## config.mk

```make
export PLATFORM = sky130hd
export DESIGN_NAME = stroke_raster_flat
export DESIGN_NICKNAME = d
export VERILOG_FILES = /design/src/rtl/stroke_raster_pkg.sv /design/src/rtl/stroke_raster_if.sv /design/src/rtl/stroke_raster.sv /design/src/flat_wrapper.sv
export SDC_FILE = /design/constraint.sdc
export NUM_CORES = 1
export LEC_CHECK = 0
export ABC_CLOCK_PERIOD_IN_PS = 6400
export BUFFER_PORTS_ARGS = -buffer_cell sky130_fd_sc_hd__buf_2
export CORE_MARGIN = 8
export CORE_UTILIZATION = 58
export DETAILED_ROUTE_END_ITERATION = 8
export GPL_TIMING_DRIVEN = 0
export PLACE_DENSITY_LB_ADDON = 0.15
export SETUP_SLACK_MARGIN = 0.05
export SKIP_CTS_REPAIR_TIMING = 1
export SLEW_MARGIN = 20
export SYNTH_ARGS = -nofsm -noshare
export SYNTH_HDL_FRONTEND = slang
export SYNTH_SLANG_ARGS = --single-unit
```

## constraint.sdc

```tcl
create_clock -name clk -period 6.4 [get_ports clk]
set_input_delay 0 -clock clk [delete_from_list [all_inputs] [get_ports clk]]
set_output_delay 0 -clock clk [all_outputs]
set_load 0.01 [all_outputs]
```

## src/rtl/stroke_raster_pkg.sv

```systemverilog
// Shared definitions for the stroke rasterizer: coordinate width, color codes, FSM states.
package stroke_raster_pkg;
  localparam int COORD_W = 8;
  localparam int COLOR_W = 3;

  typedef enum logic [COLOR_W-1:0] {
    COLOR_BLACK  = 3'd0,
    COLOR_RED    = 3'd1,
    COLOR_GREEN  = 3'd2,
    COLOR_BLUE   = 3'd3,
    COLOR_YELLOW = 3'd4,
    COLOR_CYAN   = 3'd5,
    COLOR_PINK   = 3'd6,
    COLOR_WHITE  = 3'd7
  } color_t;

  typedef enum logic [1:0] {
    IDLE  = 2'd0,
    SETUP = 2'd1,
    DRAW  = 2'd2
  } state_t;
endpackage

```

## src/rtl/stroke_raster_if.sv

```systemverilog
// Brush-sample input handshake and pixel-store write handshake of the rasterizer.
interface stroke_raster_if #(parameter int COORD_W = stroke_raster_pkg::COORD_W);
  import stroke_raster_pkg::*;

  logic               in_valid;
  logic               in_ready;
  logic [COORD_W-1:0] in_x;
  logic [COORD_W-1:0] in_y;
  logic               in_pen;
  logic [COLOR_W-1:0] in_color;
  logic               wr_valid;
  logic               wr_ready;
  logic [COORD_W-1:0] wr_x;
  logic [COORD_W-1:0] wr_y;
  logic [COLOR_W-1:0] wr_color;
  logic               busy;

  modport slave (
    input  in_valid, in_x, in_y, in_pen, in_color, wr_ready,
    output in_ready, wr_valid, wr_x, wr_y, wr_color, busy
  );

  modport master (
    output in_valid, in_x, in_y, in_pen, in_color, wr_ready,
    input  in_ready, wr_valid, wr_x, wr_y, wr_color, busy
  );
endinterface

```

## src/rtl/stroke_raster.sv

```systemverilog
// Bresenham segment rasterizer joining consecutive pen-down brush samples.
// state | meaning
// IDLE  | waiting for a brush sample, in_ready high
// SETUP | classify sample, load segment deltas, prepare first pixel
// DRAW  | offer pixels, step once per completed write handshake
module stroke_raster
  import stroke_raster_pkg::*;
#(
  parameter int COORD_W = stroke_raster_pkg::COORD_W
) (
  input  logic          clk,
  input  logic          reset,
  stroke_raster_if.slave bus
);
  localparam int EW = COORD_W + 2;

  typedef logic [COORD_W-1:0]   coord_t;
  typedef logic signed [EW-1:0] err_t;
  typedef struct packed {
    coord_t x;
    coord_t y;
    err_t   err;
  } step_t;

  // One Bresenham step; e2 is one bit wider than err so 2*err never overflows.
  function automatic step_t bres_step(input coord_t x, input coord_t y, input err_t err,
                                      input coord_t dx, input coord_t dy,
                                      input logic sx_neg, input logic sy_neg);
    logic signed [EW:0] e2;
    logic signed [EW:0] dx_w;
    logic signed [EW:0] dy_w;
    step_t s;
    e2    = {err, 1'b0};
    dx_w  = {3'b000, dx};
    dy_w  = {3'b000, dy};
    s.x   = x;
    s.y   = y;
    s.err = err;
    if (e2 > -dy_w) begin
      s.err = s.err - err_t'({2'b00, dy});
      s.x   = sx_neg ? x - 1'b1 : x + 1'b1;
    end
    if (e2 < dx_w) begin
      s.err = s.err + err_t'({2'b00, dx});
      s.y   = sy_neg ? y - 1'b1 : y + 1'b1;
    end
    return s;
  endfunction

  state_t             state;
  coord_t             last_x, last_y;
  logic               last_valid;
  coord_t             org_x, org_y, tgt_x, tgt_y;
  logic               org_valid;
  logic               pen_r;
  logic [COLOR_W-1:0] color_r;
  coord_t             dx_r, dy_r;
  logic               sx_r, sy_r;
  err_t               err_r;
  logic               in_ready_r, busy_r, wr_valid_r;
  coord_t             wr_x_r, wr_y_r;
  logic [COLOR_W-1:0] wr_color_r;

  coord_t dx_c, dy_c;
  logic   sx_c, sy_c;
  err_t   err0_c;
  step_t  first_c, next_c;

  always_comb begin
    sx_c    = tgt_x < org_x;
    sy_c    = tgt_y < org_y;
    dx_c    = sx_c ? org_x - tgt_x : tgt_x - org_x;
    dy_c    = sy_c ? org_y - tgt_y : tgt_y - org_y;
    err0_c  = err_t'({2'b00, dx_c}) - err_t'({2'b00, dy_c});
    first_c = bres_step(org_x, org_y, err0_c, dx_c, dy_c, sx_c, sy_c);
    next_c  = bres_step(wr_x_r, wr_y_r, err_r, dx_r, dy_r, sx_r, sy_r);
  end

  always_ff @(posedge clk) begin
    if (!reset) begin
      state      <= IDLE;
      last_x     <= '0;
      last_y     <= '0;
      last_valid <= 1'b0;
      org_x      <= '0;
      org_y      <= '0;
      tgt_x      <= '0;
      tgt_y      <= '0;
      org_valid  <= 1'b0;
      pen_r      <= 1'b0;
      color_r    <= '0;
      dx_r       <= '0;
      dy_r       <= '0;
      sx_r       <= 1'b0;
      sy_r       <= 1'b0;
      err_r      <= '0;
      in_ready_r <= 1'b0;
      busy_r     <= 1'b0;
      wr_valid_r <= 1'b0;
      wr_x_r     <= '0;
      wr_y_r     <= '0;
      wr_color_r <= '0;
    end else begin
      case (state)
        IDLE: begin
          in_ready_r <= 1'b1;
          busy_r     <= 1'b0;
          if (bus.in_valid && in_ready_r) begin
            tgt_x      <= bus.in_x;
            tgt_y      <= bus.in_y;
            org_x      <= last_x;
            org_y      <= last_y;
            org_valid  <= last_valid;
            pen_r      <= bus.in_pen;
            color_r    <= bus.in_color;
            last_x     <= bus.in_x;
            last_y     <= bus.in_y;
            in_ready_r <= 1'b0;
            busy_r     <= 1'b1;
            state      <= SETUP;
          end
        end
        SETUP: begin
          if (!pen_r) begin
            last_valid <= 1'b0;
            in_ready_r <= 1'b1;
            busy_r     <= 1'b0;
            state      <= IDLE;
          end else if (!org_valid) begin
            last_valid <= 1'b1;
            wr_x_r     <= tgt_x;
            wr_y_r     <= tgt_y;
            wr_color_r <= color_r;
            wr_valid_r <= 1'b1;
            state      <= DRAW;
          end else if (dx_c == '0 && dy_c == '0) begin
            in_ready_r <= 1'b1;
            busy_r     <= 1'b0;
            state      <= IDLE;
          end else begin
            // The start point was already plotted, so the first offer is one step in.
            dx_r       <= dx_c;
            dy_r       <= dy_c;
            sx_r       <= sx_c;
            sy_r       <= sy_c;
            err_r      <= first_c.err;
            wr_x_r     <= first_c.x;
            wr_y_r     <= first_c.y;
            wr_color_r <= color_r;
            wr_valid_r <= 1'b1;
            state      <= DRAW;
          end
        end
        DRAW: begin
          if (bus.wr_ready) begin
            if (wr_x_r == tgt_x && wr_y_r == tgt_y) begin
              wr_valid_r <= 1'b0;
              in_ready_r <= 1'b1;
              busy_r     <= 1'b0;
              state      <= IDLE;
            end else begin
              wr_x_r <= next_c.x;
              wr_y_r <= next_c.y;
              err_r  <= next_c.err;
            end
          end
        end
        default: state <= IDLE;
      endcase
    end
  end

  assign bus.in_ready = in_ready_r;
  assign bus.busy     = busy_r;
  assign bus.wr_valid = wr_valid_r;
  assign bus.wr_x     = wr_x_r;
  assign bus.wr_y     = wr_y_r;
  assign bus.wr_color = wr_color_r;
endmodule

```

## src/flat_wrapper.sv

```systemverilog
// flat-port wrapper written by rule: the top's interface ports become plain ports
module stroke_raster_flat import stroke_raster_pkg::*;
#(
  parameter int COORD_W = stroke_raster_pkg::COORD_W
)
  (clk, reset, bus_in_valid, bus_in_x, bus_in_y, bus_in_pen, bus_in_color, bus_wr_ready, bus_in_ready, bus_wr_valid, bus_wr_x, bus_wr_y, bus_wr_color, bus_busy);
  stroke_raster_if #(.COORD_W(COORD_W)) bus_i ();
  input  logic clk;
  input  logic reset;
  input wire logic [$bits(bus_i.in_valid)-1:0] bus_in_valid;
  input wire logic [$bits(bus_i.in_x)-1:0] bus_in_x;
  input wire logic [$bits(bus_i.in_y)-1:0] bus_in_y;
  input wire logic [$bits(bus_i.in_pen)-1:0] bus_in_pen;
  input wire logic [$bits(bus_i.in_color)-1:0] bus_in_color;
  input wire logic [$bits(bus_i.wr_ready)-1:0] bus_wr_ready;
  output wire logic [$bits(bus_i.in_ready)-1:0] bus_in_ready;
  output wire logic [$bits(bus_i.wr_valid)-1:0] bus_wr_valid;
  output wire logic [$bits(bus_i.wr_x)-1:0] bus_wr_x;
  output wire logic [$bits(bus_i.wr_y)-1:0] bus_wr_y;
  output wire logic [$bits(bus_i.wr_color)-1:0] bus_wr_color;
  output wire logic [$bits(bus_i.busy)-1:0] bus_busy;
  assign bus_i.in_valid = bus_in_valid;
  assign bus_i.in_x = bus_in_x;
  assign bus_i.in_y = bus_in_y;
  assign bus_i.in_pen = bus_in_pen;
  assign bus_i.in_color = bus_in_color;
  assign bus_i.wr_ready = bus_wr_ready;
  assign bus_in_ready = bus_i.in_ready;
  assign bus_wr_valid = bus_i.wr_valid;
  assign bus_wr_x = bus_i.wr_x;
  assign bus_wr_y = bus_i.wr_y;
  assign bus_wr_color = bus_i.wr_color;
  assign bus_busy = bus_i.busy;
  stroke_raster #(.COORD_W(COORD_W)) u_core (.clk(clk), .reset(reset), .bus(bus_i));
endmodule
```

==> impl_metrics.csv <==
group,metric,value,unit
status,status,"complete, but fails checks",
status,failed_checks,"negative setup slack",
pwr,power_switching,3.71,mW
cells_and_area,fin_util,72.7,%
timing,worst_pin_slew,932,ps
place,place.gp.congestion,0.923,
cells_and_area,final-seq-area,1840,um2
yosys,synth_warnings,0,
floorplanning,coreArea,16600,um2
worst_setup_path,start_kind,"flop",
timing,setup_viol,9,
pwr,p_per_area,605,nW/um2
floorplanning,die_height,146,um
yosys,synthCells,1285,
yosys,synth_ff_type,"dfxtp_1",
place,io_buffers,44,
route,drc,0,
clocking,ctsHtreeMaxLevel,3,
worst_setup_path,critPathRequiredTime,6660,ps
yosys,yosysSeqAreaShare,18.3,%
route,dr_total_vias,10100,
timing,grt_setup_unrepaired,"true",
grt,grt_usage,26.7,%
timing,finalMaxSlewViolations,0,
worst_setup_path,cp_top_family,"compound AO/OA/AOI/OAI gates",
pwr,swShare,50.8,%
route,first_pass_iters,5,
place,hpwl,22700,um
place,placedCellCount,1549,
cells_and_area,final_nets,1561,
worst_setup_path,path_class,"reg -> reg",
floorplanning,die-area,21400,um2
clocking,clock_sinks,90,
cells_and_area,drive_above_1_share,19.5,%
run,cap_violations,0,
timing,final.setup_skew,6.40,ps
pwr,intPower,3.59,mW
route,wire_per_inst,19.3,um
yosys,synth_largest_area_cell,"dfxtp_1",
min_path,hold_path_class,"in -> reg",
floorplanning,initial_core_util,59.4,%
pwr,p_seq_share,9.1,%
clocking,root_buffer,"clkbuf_16",
yosys,synth_cell_types,95,
yosys,synthesis.area,9850,um2
clocking,cts_buffers,9,
grt,grt_pass1_vias,9183,
clocking,cts_tree,"yes",
worst_setup_path,slowest_delay,410,ps
worst_setup_path,crit_fanout,7,
pwr,irDropWorstVdd,0.524,mV
clocking,cts.path.max_buffers,2,
yosys,synth_edf_count,0,
clocking,cts.clk_slew.worst_paths,70,ps
worst_setup_path,worstPathBufferInverterCount,4,
timing,fmax,0.141,GHz
worst_setup_path,critPathSlowestCell,"dfxtp_1",
timing,whs,41.7,ps
yosys,syn_area_per_cell,7.66,um2
grt,grt_pass1_wl,46900,um
route,vias_per_cell,6.18,
timing,fin_ws,-694,ps
yosys,synth_top_area_share,18.3,%
yosys,synth_commonest_cells,"a21oi_1, nand2_1, ha_1",
route,wl,31400,um
cells_and_area,syn2layout_area_growth,22.4,%
grt,grt_max_degree,17,
timing,hold_viol,0,
clocking,clock_latency,360,ps
worst_setup_path,crit_top_cell,"ha_4",
worst_setup_path,arrival,7360,ps
pwr,p_clk_share,7.3,%
floorplanning,fp.dieW,146,um
yosys,syn_nets,1443,
yosys,ys_seq_elements,90,
cells_and_area,fill_cells,1304,
place,place_ws,-1550,ps
route,ant_nets,0,
floorplanning,io_pins,46,
timing,tns,-4770,ps
worst_setup_path,end_kind,"flop",
timing,fin_crit_sh,111,%
floorplanning,rows,47,
pwr,leakage,4.99,nW
grt,overflow,0,
grt,antenna_found_initial,0,
yosys,synth_area_leaders,"dfxtp_1, ha_1, a21oi_1",
cells_and_area,stdcell_count,1628,
timing,slew_headroom,37.4,%
route,drt_iter0_drc,798,
pwr,combPwrFrac,83.6,%
yosys,synthArstFlopShare,0,%
cells_and_area,antenna_cells,0,
timing,fin_crit,7090,ps
cells_and_area,multi_input_area,8240,um2
[worst paths after layout]
| kind | start | to | slack (ps) | cells past startpoint |
|---|---|---|---|---|
| worst min-delay path | bus_in_valid | u_core.bus.busy | 40 | 4 |
| worst max register to register | u_core.org_x[3] | u_core.err_r[5] | -690 | 34 |
| worst max-delay path | u_core.org_x[3] | u_core.err_r[5] | -690 | 34 |
| worst min register to register | u_core.bus.busy | u_core.bus.busy | 450 | 2 |
[cell families after synthesis]
family / share of synthesized area [%]
buf+inv: 6.18
xor+xnor: 7.90
fa+ha+maj: 18.2
compound gates: 26.2
flops: 18.3
mux: 4.33
simple gates: 18.9
[final cells by class]
| cell class | instances | share of cell area, % |
|---|---|---|
| clock buffers | 10 | 1.98 |
| plain buffers | 48 | 1.87 |
| repair buffers | 110 | 6.49 |
| multi-input cells | 1036 | 68.3 |
| inverters | 108 | 3.41 |
| well taps | 220 | 2.28 |
| flip-flops and latches | 90 | 15.3 |
| clock inverters | 6 | 0.394 |
[power groups by stage]
stage                     Sequential, mW  Clock, mW  Combinational (mW)
after global placement             0.673          0                4.87
after floorplan                    0.652          0                3.96
final                              0.662      0.533                6.10
after detailed placement           0.673          0                4.96
after global routing               0.667      0.555                6.67
after CTS                          0.660      0.536                4.99
[worst register-to-register path: cells and delay by family (launching register included)]
kind	cells	cell delay [ps]
fa+ha+maj	4	1190
xor+xnor	2	440
buf+inv	4	470
mux	3	710
flops	1	410
simple gates	9	1160
compound gates	12	2640
[layer usage]
metal	routed length, um	GRT usage (%)	vias to the layer above
met3	1990	4.98	99
met1	13200	32.9	4743
met4	1300	12.2	0
li1	-	-	4823
met2	14900	44.4	399
met5	0	0	-
[registers in the layout, indices dropped and copies added, names as in the netlist, 2 cells and up]
signal	flops
u_core.org_x	8
u_core.bus.wr_x	8
u_core.dy_r	8
u_core.color_r	3
u_core.org_y	8
u_core.last_x	8
u_core.bus.wr_color	3
u_core.bus.wr_y	8
u_core.last_y	8
u_core.state	2
u_core.dx_r	8
u_core.err_r	10
[cells in the final DEF, fill, tap and decap left out, types with 8 or more instances in the layout]
master         count
nand2_1          130
a21oi_1          123
nor2_1           110
ha_1             102
inv_1             98
dfxtp_1           70
xnor2_1           58
buf_2             47
buf_4             45
clkbuf_1          36
o21ai_0           35
a211oi_1          32
a21o_1            27
mux2i_1           27
nor2b_1           21
dlygate4sd3_1     20
nand3_1           19
xor2_1            19
nand2b_1          17
ha_4              17
o21a_1            16
nor3_1            15
dfxtp_2           15
nand4_1           12
o21bai_1          12
and2_1            10
and3_1             9
mux2_2             9
or3_1              9
clkbuf_16          9
o211ai_1           8
[per-stage QoR]
step	total power, mW	cell area, um2
floorplan	4.61	10100
global placement	5.55	10600
detailed placement	5.63	10600
CTS	6.18	10900
global route	7.89	12100
finish	7.29	12100
Note: power is estimated with default switching activity, not from simulation.
